===== config.mk =====
export PLATFORM = sky130hd
export DESIGN_NAME = rotsq_button_ctrl
export DESIGN_NICKNAME = d
export VERILOG_FILES = /design/src/rtl/rotsq_button_ctrl.sv
export SDC_FILE = /design/constraint.sdc
export NUM_CORES = 1
export LEC_CHECK = 0
export BUFFER_PORTS_ARGS = -buffer_cell sky130_fd_sc_hd__buf_2
export CAP_MARGIN = 20
export CORE_ASPECT_RATIO = 1.4
export CORE_UTILIZATION = 55
export CTS_CLUSTER_DIAMETER = 80
export DETAILED_ROUTE_END_ITERATION = 8
export PLACE_DENSITY = 0.82
export SYNTH_ARGS = -nofsm -noshare
export SYNTH_HDL_FRONTEND = slang
export SYNTH_SLANG_ARGS = --single-unit

===== constraint.sdc =====
create_clock -name clk -period 2.5 [get_ports clk]
set_input_delay 0.125 -clock clk [delete_from_list [all_inputs] [get_ports clk]]
set_output_delay 0.125 -clock clk [all_outputs]
set_load 0.02 [all_outputs]

===== src/rtl/rotsq_button_ctrl.sv =====
// rotsq_button_ctrl
// Turns two raw pushbuttons into clean control levels for the rotating-square
// block. Each button passes through a two-flop synchronizer and then its own
// debounce FSM (ZERO / WAIT1 / ONE / WAIT0) with a DB_BITS-bit stability
// counter. A new level is accepted only after 2^DB_BITS+1 consecutive
// synchronized samples at that level. Each accepted press produces a one-cycle
// tick, and each tick toggles the matching output level.
//
// Parameters
//   DB_BITS    debounce counter width; stable window = 2^DB_BITS clocks
//
// Ports
//   clk        system clock, rising edge
//   reset_n    asynchronous active-low reset
//   btn_pause  raw pushbutton (1 = pressed), toggles en
//   btn_dir    raw pushbutton (1 = pressed), toggles cw
//   en         registered rotation enable
//   cw         registered rotation direction (1 = clockwise)
//   pause_tick one-cycle pulse per accepted btn_pause press
//   dir_tick   one-cycle pulse per accepted btn_dir press
//
// Configuration macro
//   ROTSQ_DIR_HOLD_EN  when defined, dir_tick toggles cw only while en = 1
//                      (dir_tick itself still pulses). When undefined,
//                      dir_tick toggles cw regardless of en.

module rotsq_button_ctrl #(
    parameter int DB_BITS = 20
) (
    input  logic clk,
    input  logic reset_n,
    input  logic btn_pause,
    input  logic btn_dir,
    output logic en,
    output logic cw,
    output logic pause_tick,
    output logic dir_tick
);

    typedef enum logic [1:0] {
        ZERO  = 2'd0,
        WAIT1 = 2'd1,
        ONE   = 2'd2,
        WAIT0 = 2'd3
    } db_state_e;

    localparam logic [DB_BITS-1:0] CNT_MAX = '1;

    // Bit 0 carries btn_pause, bit 1 carries btn_dir throughout.
    logic [1:0] btn_raw;
    logic [1:0] sync1_q, sync1_d;
    logic [1:0] sync2_q, sync2_d;

    db_state_e          state_q [2];
    db_state_e          state_d [2];
    logic [DB_BITS-1:0] cnt_q   [2];
    logic [DB_BITS-1:0] cnt_d   [2];

    logic [1:0] tick_q, tick_d;
    logic       en_q, en_d;
    logic       cw_q, cw_d;

    assign btn_raw = {btn_dir, btn_pause};

    always_comb begin
        sync1_d = btn_raw;
        sync2_d = sync1_q;

        for (int i = 0; i < 2; i++) begin
            state_d[i] = state_q[i];
            cnt_d[i]   = cnt_q[i];
            tick_d[i]  = 1'b0;

            case (state_q[i])
                ZERO: begin
                    if (sync2_q[i]) begin
                        state_d[i] = WAIT1;
                        cnt_d[i]   = '0;
                    end
                end
                WAIT1: begin
                    if (!sync2_q[i]) begin
                        state_d[i] = ZERO;
                        cnt_d[i]   = '0;
                    end else if (cnt_q[i] == CNT_MAX) begin
                        // Only the WAIT1->ONE entry counts as a press; a
                        // WAIT0->ONE bounce back is deliberately silent.
                        state_d[i] = ONE;
                        cnt_d[i]   = '0;
                        tick_d[i]  = 1'b1;
                    end else begin
                        cnt_d[i] = cnt_q[i] + DB_BITS'(1);
                    end
                end
                ONE: begin
                    if (!sync2_q[i]) begin
                        state_d[i] = WAIT0;
                        cnt_d[i]   = '0;
                    end
                end
                WAIT0: begin
                    if (sync2_q[i]) begin
                        state_d[i] = ONE;
                        cnt_d[i]   = '0;
                    end else if (cnt_q[i] == CNT_MAX) begin
                        state_d[i] = ZERO;
                        cnt_d[i]   = '0;
                    end else begin
                        cnt_d[i] = cnt_q[i] + DB_BITS'(1);
                    end
                end
                default: begin
                    state_d[i] = ZERO;
                    cnt_d[i]   = '0;
                end
            endcase
        end

        // Outputs toggle on the edge that samples the registered tick.
        en_d = en_q ^ tick_q[0];
`ifdef ROTSQ_DIR_HOLD_EN
        // en_q is the pre-toggle value, so a simultaneous pause press
        // does not enable a direction change on the same edge.
        cw_d = cw_q ^ (tick_q[1] & en_q);
`else
        cw_d = cw_q ^ tick_q[1];
`endif
    end

    always_ff @(posedge clk or negedge reset_n) begin
        if (!reset_n) begin
            sync1_q <= 2'b00;
            sync2_q <= 2'b00;
            for (int i = 0; i < 2; i++) begin
                state_q[i] <= ZERO;
                cnt_q[i]   <= '0;
            end
            tick_q <= 2'b00;
            en_q   <= 1'b0;
            cw_q   <= 1'b0;
        end else begin
            sync1_q <= sync1_d;
            sync2_q <= sync2_d;
            for (int i = 0; i < 2; i++) begin
                state_q[i] <= state_d[i];
                cnt_q[i]   <= cnt_d[i];
            end
            tick_q <= tick_d;
            en_q   <= en_d;
            cw_q   <= cw_d;
        end
    end

    assign en         = en_q;
    assign cw         = cw_q;
    assign pause_tick = tick_q[0];
    assign dir_tick   = tick_q[1];

endmodule


# After elaboration in Yosys (flattened, before gate mapping)
# Index checks and enable logic that the tools add are counted.
[word_totals]
reg_bits = 52
latch_bits = 0
mem_bits_rw = 0
rom_bits = 0
input_bits = 4
memories = 0
[op_classes]
add_sub_neg = 2
multipliers = 0
n_div = 0
n_lt_le_gt_ge = 0
eq_ne = 16
shifts = 0
mux = 32
bitwise_logic = 2
reduce_logical = 6
[ops]
columns = ["operator", "count"]
rows = [
  ["20-bit two-way mux", 10],
  ["20-bit case mux with 4 select lines", 2],
  ["20-bit by 1-bit adder with 20-bit output, second input constant", 2],
  ["20-bit == test, second input constant", 2],
  ["2-bit two-way mux", 12],
  ["2-bit case mux with 4 select lines", 2],
  ["3-bit inequality test, second input constant", 4],
  ["2-bit == test, second input constant", 4],
  ["2-bit inequality test, second input constant", 4],
  ["4-bit AND reduction", 2],
  ["1-bit two-way mux", 6],
  ["2-bit by 1-bit == test with 1-bit output, second input constant", 2],
  ["2-bit logical NOT", 2],
  ["2-bit AND reduction", 2],
  ["1-bit XOR", 2],
]

# Depth between registers and ports, before layout
[depth]
word_depth = 4
depth_mapped = 9

# Worst setup path after synthesis
# No wires, ideal clock.
[synth_path]
path_type = "register to register"
start = "register cnt_q[20] in the netlist's numbering"
end = "register with a tool-made name"
arrival_ps = 1770
setup_slack_ps = 605
path_stages_with_launch = 8
path_cell_list = "dfrtp_1 -> ha_1 -> and3_1 -> and3_1 -> buf_6 -> a31oi_4 -> nand2b_1 -> mux2_2"
[synth_rtl]
columns = ["item", "line", "text"]
rows = [
  ["start: declaration", "56", "logic [DB_BITS-1:0] cnt_q [2];"],
  ["start signal: indexed assignment", "146", "cnt_q[i] <= cnt_d[i];"],
]

# Worst setup path in the final report
[layout_path]
start = "register cnt_q[20] in the netlist's numbering"
end = "register cnt_q[22] in the netlist's numbering"
[layout_between]
elab_chain_cells = 4
elab_cells_between_ends = 6
cone_classes = "add/sub (1); eq/ne (1); mux (4)"
[layout_rtl]
columns = ["item", "line", "text"]
rows = [
  ["20-bit by 1-bit adder with 20-bit output / 20-bit == test (equally long branches)", "-", ""],
  ["20-bit two-way mux *", "85, 105", ""],
  ["20-bit two-way mux, on equally long branches", "102, 82", ""],
  ["20-bit case mux with 4 select lines *", "74", "case (state_q[i])"],
]
# Every way passes the cells marked *; elsewhere a longest branch is shown, timed or not.
# A chain may end at the register's enable or synchronous reset.

==> results.json <==
{
  "status": "completed",
  "cts.path.max_buffers": 2,
  "drtIter0Drc": 135,
  "dieArea_sq_um": 5120,
  "via_per_inst": 6.19,
  "powerDensity_nw_per_um2": 736,
  "synthesis.nets": 273,
  "cts_tree": "done",
  "synth_edf_count": 0,
  "antenna_found_initial": 0,
  "rsz0062_at_grt": "no",
  "maxSlewViolCount": 0,
  "remaining_drc_errors": 0,
  "drv_cap": 0,
  "yosysWarnings": 0,
  "avgSynthCellArea_sq_um": 9.95,
  "relSlewSlack_pct": 51.9,
  "cts_buffers": 5,
  "rrSetupSlack_ns": 0.46,
  "hold_class": "primary input to async pin",
  "nets": 285,
  "setup-violations-final": 0,
  "drive_gt1_share_pct": 11.8,
  "endpoint": "cnt_q[22]",
  "die_h_um": 84.2,
  "diodes": 0,
  "fin_util_pct": 63.2,
  "fillers": 397,
  "syn_area_sq_um": 2660,
  "rr_startpoint": "cnt_q[20]",
  "post-cts-setup-buffers": 0,
  "htreeDepth": 2,
  "multi_input_area_sq_um": 1260,
  "layout_min_cycle_time_ns": 2.04,
  "setup_tns_ns": 0,
  "clock_sinks": 52,
  "place_congestion": 0.845,
  "regArea_sq_um": 1300,
  "coreArea_sq_um": 4570,
  "layout_commonest_cell": "dfrtp_1",
  "worst_slew_pin_slew_ns": 0.718,
  "overflow": 0,
  "ys_seq_elements": 52,
  "grt_max_degree": 31,
  "reg2reg_to": "cnt_q[22]",
  "clk_pin_slew_ns": 0.09,
  "period_share_pct": 81.4,
  "design_area_sq_um": 2890,
  "critPathMaxFanout": 30,
  "cellLeakagePower_nw": 1.29,
  "syn-instance-count": 267,
  "cp-startpoint": "cnt_q[20]",
  "synth_seq_area_share_pct": 49.0,
  "timing.final.ws_setup_ns": 0.464,
  "grt_pass1_wl_mm": 8.65,
  "place_area_sq_um": 2750,
  "start_util_pct": 58.1,
  "fmax_mhz": 491,
  "start_kind": "flip-flop",
  "ys.flop_type": "dfrtp_1",
  "critical_path.endpoint_type": "flip-flop",
  "drt_pass1_iterations": 4,
  "synth_cell_types": 47,
  "final_cell_mix": "52 x dfrtp_1, 29 x nand2_1, 24 x a31oi_1",
  "root_buffer": "clkbuf_8",
  "clock_skew_ns": 0.0121,
  "post-place-ws_ns": 0.475,
  "wl_per_cell_um": 14.9,
  "critPathRequiredTime_ns": 2.73,
  "rows": 29,
  "reg2reg_depth": 7,
  "ir_drop_v": 0.000503,
  "ant_nets": 0,
  "syn_to_final_growth_pct": 8.76,
  "wirelength_mm": 5.09,
  "io_pins": 8,
  "grt_pass1_vias": 2002,
  "grt_usage_pct": 22.4,
  "dp_hpwl_mm": 3.55,
  "cp_data_arrival_time_ns": 2.26,
  "port_buffers": 7,
  "hold_ws_ns": 0.335,
  "synthArstFlopShare_pct": 100,
  "critPathKind": "flip-flop to flip-flop",
  "hold_viol_final": 0,
  "vias": 2117,
  "die_x_um": 60.7,
  "insertion_delay_ns": 0.31
}
[synth_stat cells (2+ instances only)]
cell,count,share of area (%)
buf_2,2,0.38
mux2_2,3,1.3
mux2i_1,2,0.75
nand2_1,29,4.1
ha_1,2,0.94
and4_1,4,1.3
dfrtp_1,52,49
o21ai_0,19,3.6
xor2_1,7,2.3
a21o_1,2,0.57
nand2b_1,4,0.94
a21oi_1,20,3.8
nor4_4,2,1.6
or2_2,3,0.71
and3_1,9,2.1
nor3b_1,2,0.57
or2b_1,2,0.57
a22o_1,5,1.6
buf_6,2,0.85
nand4_1,10,2.4
nor2_1,12,1.7
a31oi_1,24,5.7
a41oi_1,4,1.3
clkbuf_1,3,0.42
o31ai_1,3,0.85
nand3_1,14,2.6
inv_1,5,0.71
and2_1,2,0.47
[what timing repair did]
| item | in CTS | in global routing |
|---|---|---|
| setup endpoints to repair | 0 | 0 |
| gates resized for setup | 0 | 0 |
| hold buffers | 3 | 0 |
| endpoints found under the hold margin | 54 | 0 |
[power by group]
part,switching [W],internal (W),total [W]
logic,0.000355,0.000219,0.000573
clock network,0.000271,0.000297,0.000569
registers,0.0000757,0.000908,0.000984
[worst min-delay path by stage]
stage	startpoint	to	slack, ns
after global routing	sync1_q[0]	sync2_q[0]	0.36
after global placement	reset_n	cnt_q[26]	0.14
after CTS	reset_n	cnt_q[22]	0.34
final	reset_n	sync2_q[1]	0.33
after detailed placement	reset_n	cnt_q[26]	0.14
after floorplan	reset_n	async pin	-0.17
[area by class of cell]
cell class                 count  share of cell area (%)
clock buffer                   6                    2.51
clock inverter                 2                    1.21
inverter                       5                   0.650
multi-input combinational    199                    43.7
sequential                    52                    45.0
tap                           62                    2.69
timing repair buffer          16                    4.24
[through the flow]
step / total power (W) / std cells
floorplan: 0.00144 / 267
global placement: 0.00155 / 331
detailed placement: 0.00156 / 331
CTS: 0.00213 / 342
global route: 0.00225 / 342
finish: 0.00213 / 342
[kinds of logic after synthesis]
family / count (synthesis) / synth area share [%]
AOI/OAI and AO/OA: 84 / 20.1
xor gates and xnor gates: 8 / 2.64
adders and majority gates: 2 / 0.942
buffers and inverters: 16 / 3.53
DFF: 52 / 49.0
muxes: 5 / 2.03
and+or+nand+nor: 100 / 21.8
[worst max-delay path: stages (launching register included)]
cell and delay, ns:
dfrtp_1 0.40, ha_1 0.22, and3_1 0.22, and3_1 0.24
a31oi_4 0.25, buf_12 0.21, or2b_1 0.23, a31oi_1 0.17
[flip-flops by register name, summed over array words and instances, names as in the netlist, named ones only]
name     flops
sync2_q      2
cnt_q       40
tick_q       2
en           1
sync1_q      2
state_q      2
cw           1
[metal layers]
metal / GRT usage (%) / wire [um] / share of wire (%)
met5: 0 / 0 / 0
met4: 11.4 / 150 / 2.9
met3: 4.16 / 192 / 3.8
met2: 37.3 / 2680 / 53
met1: 26.9 / 2070 / 41
(Power assumes the default switching activity.)
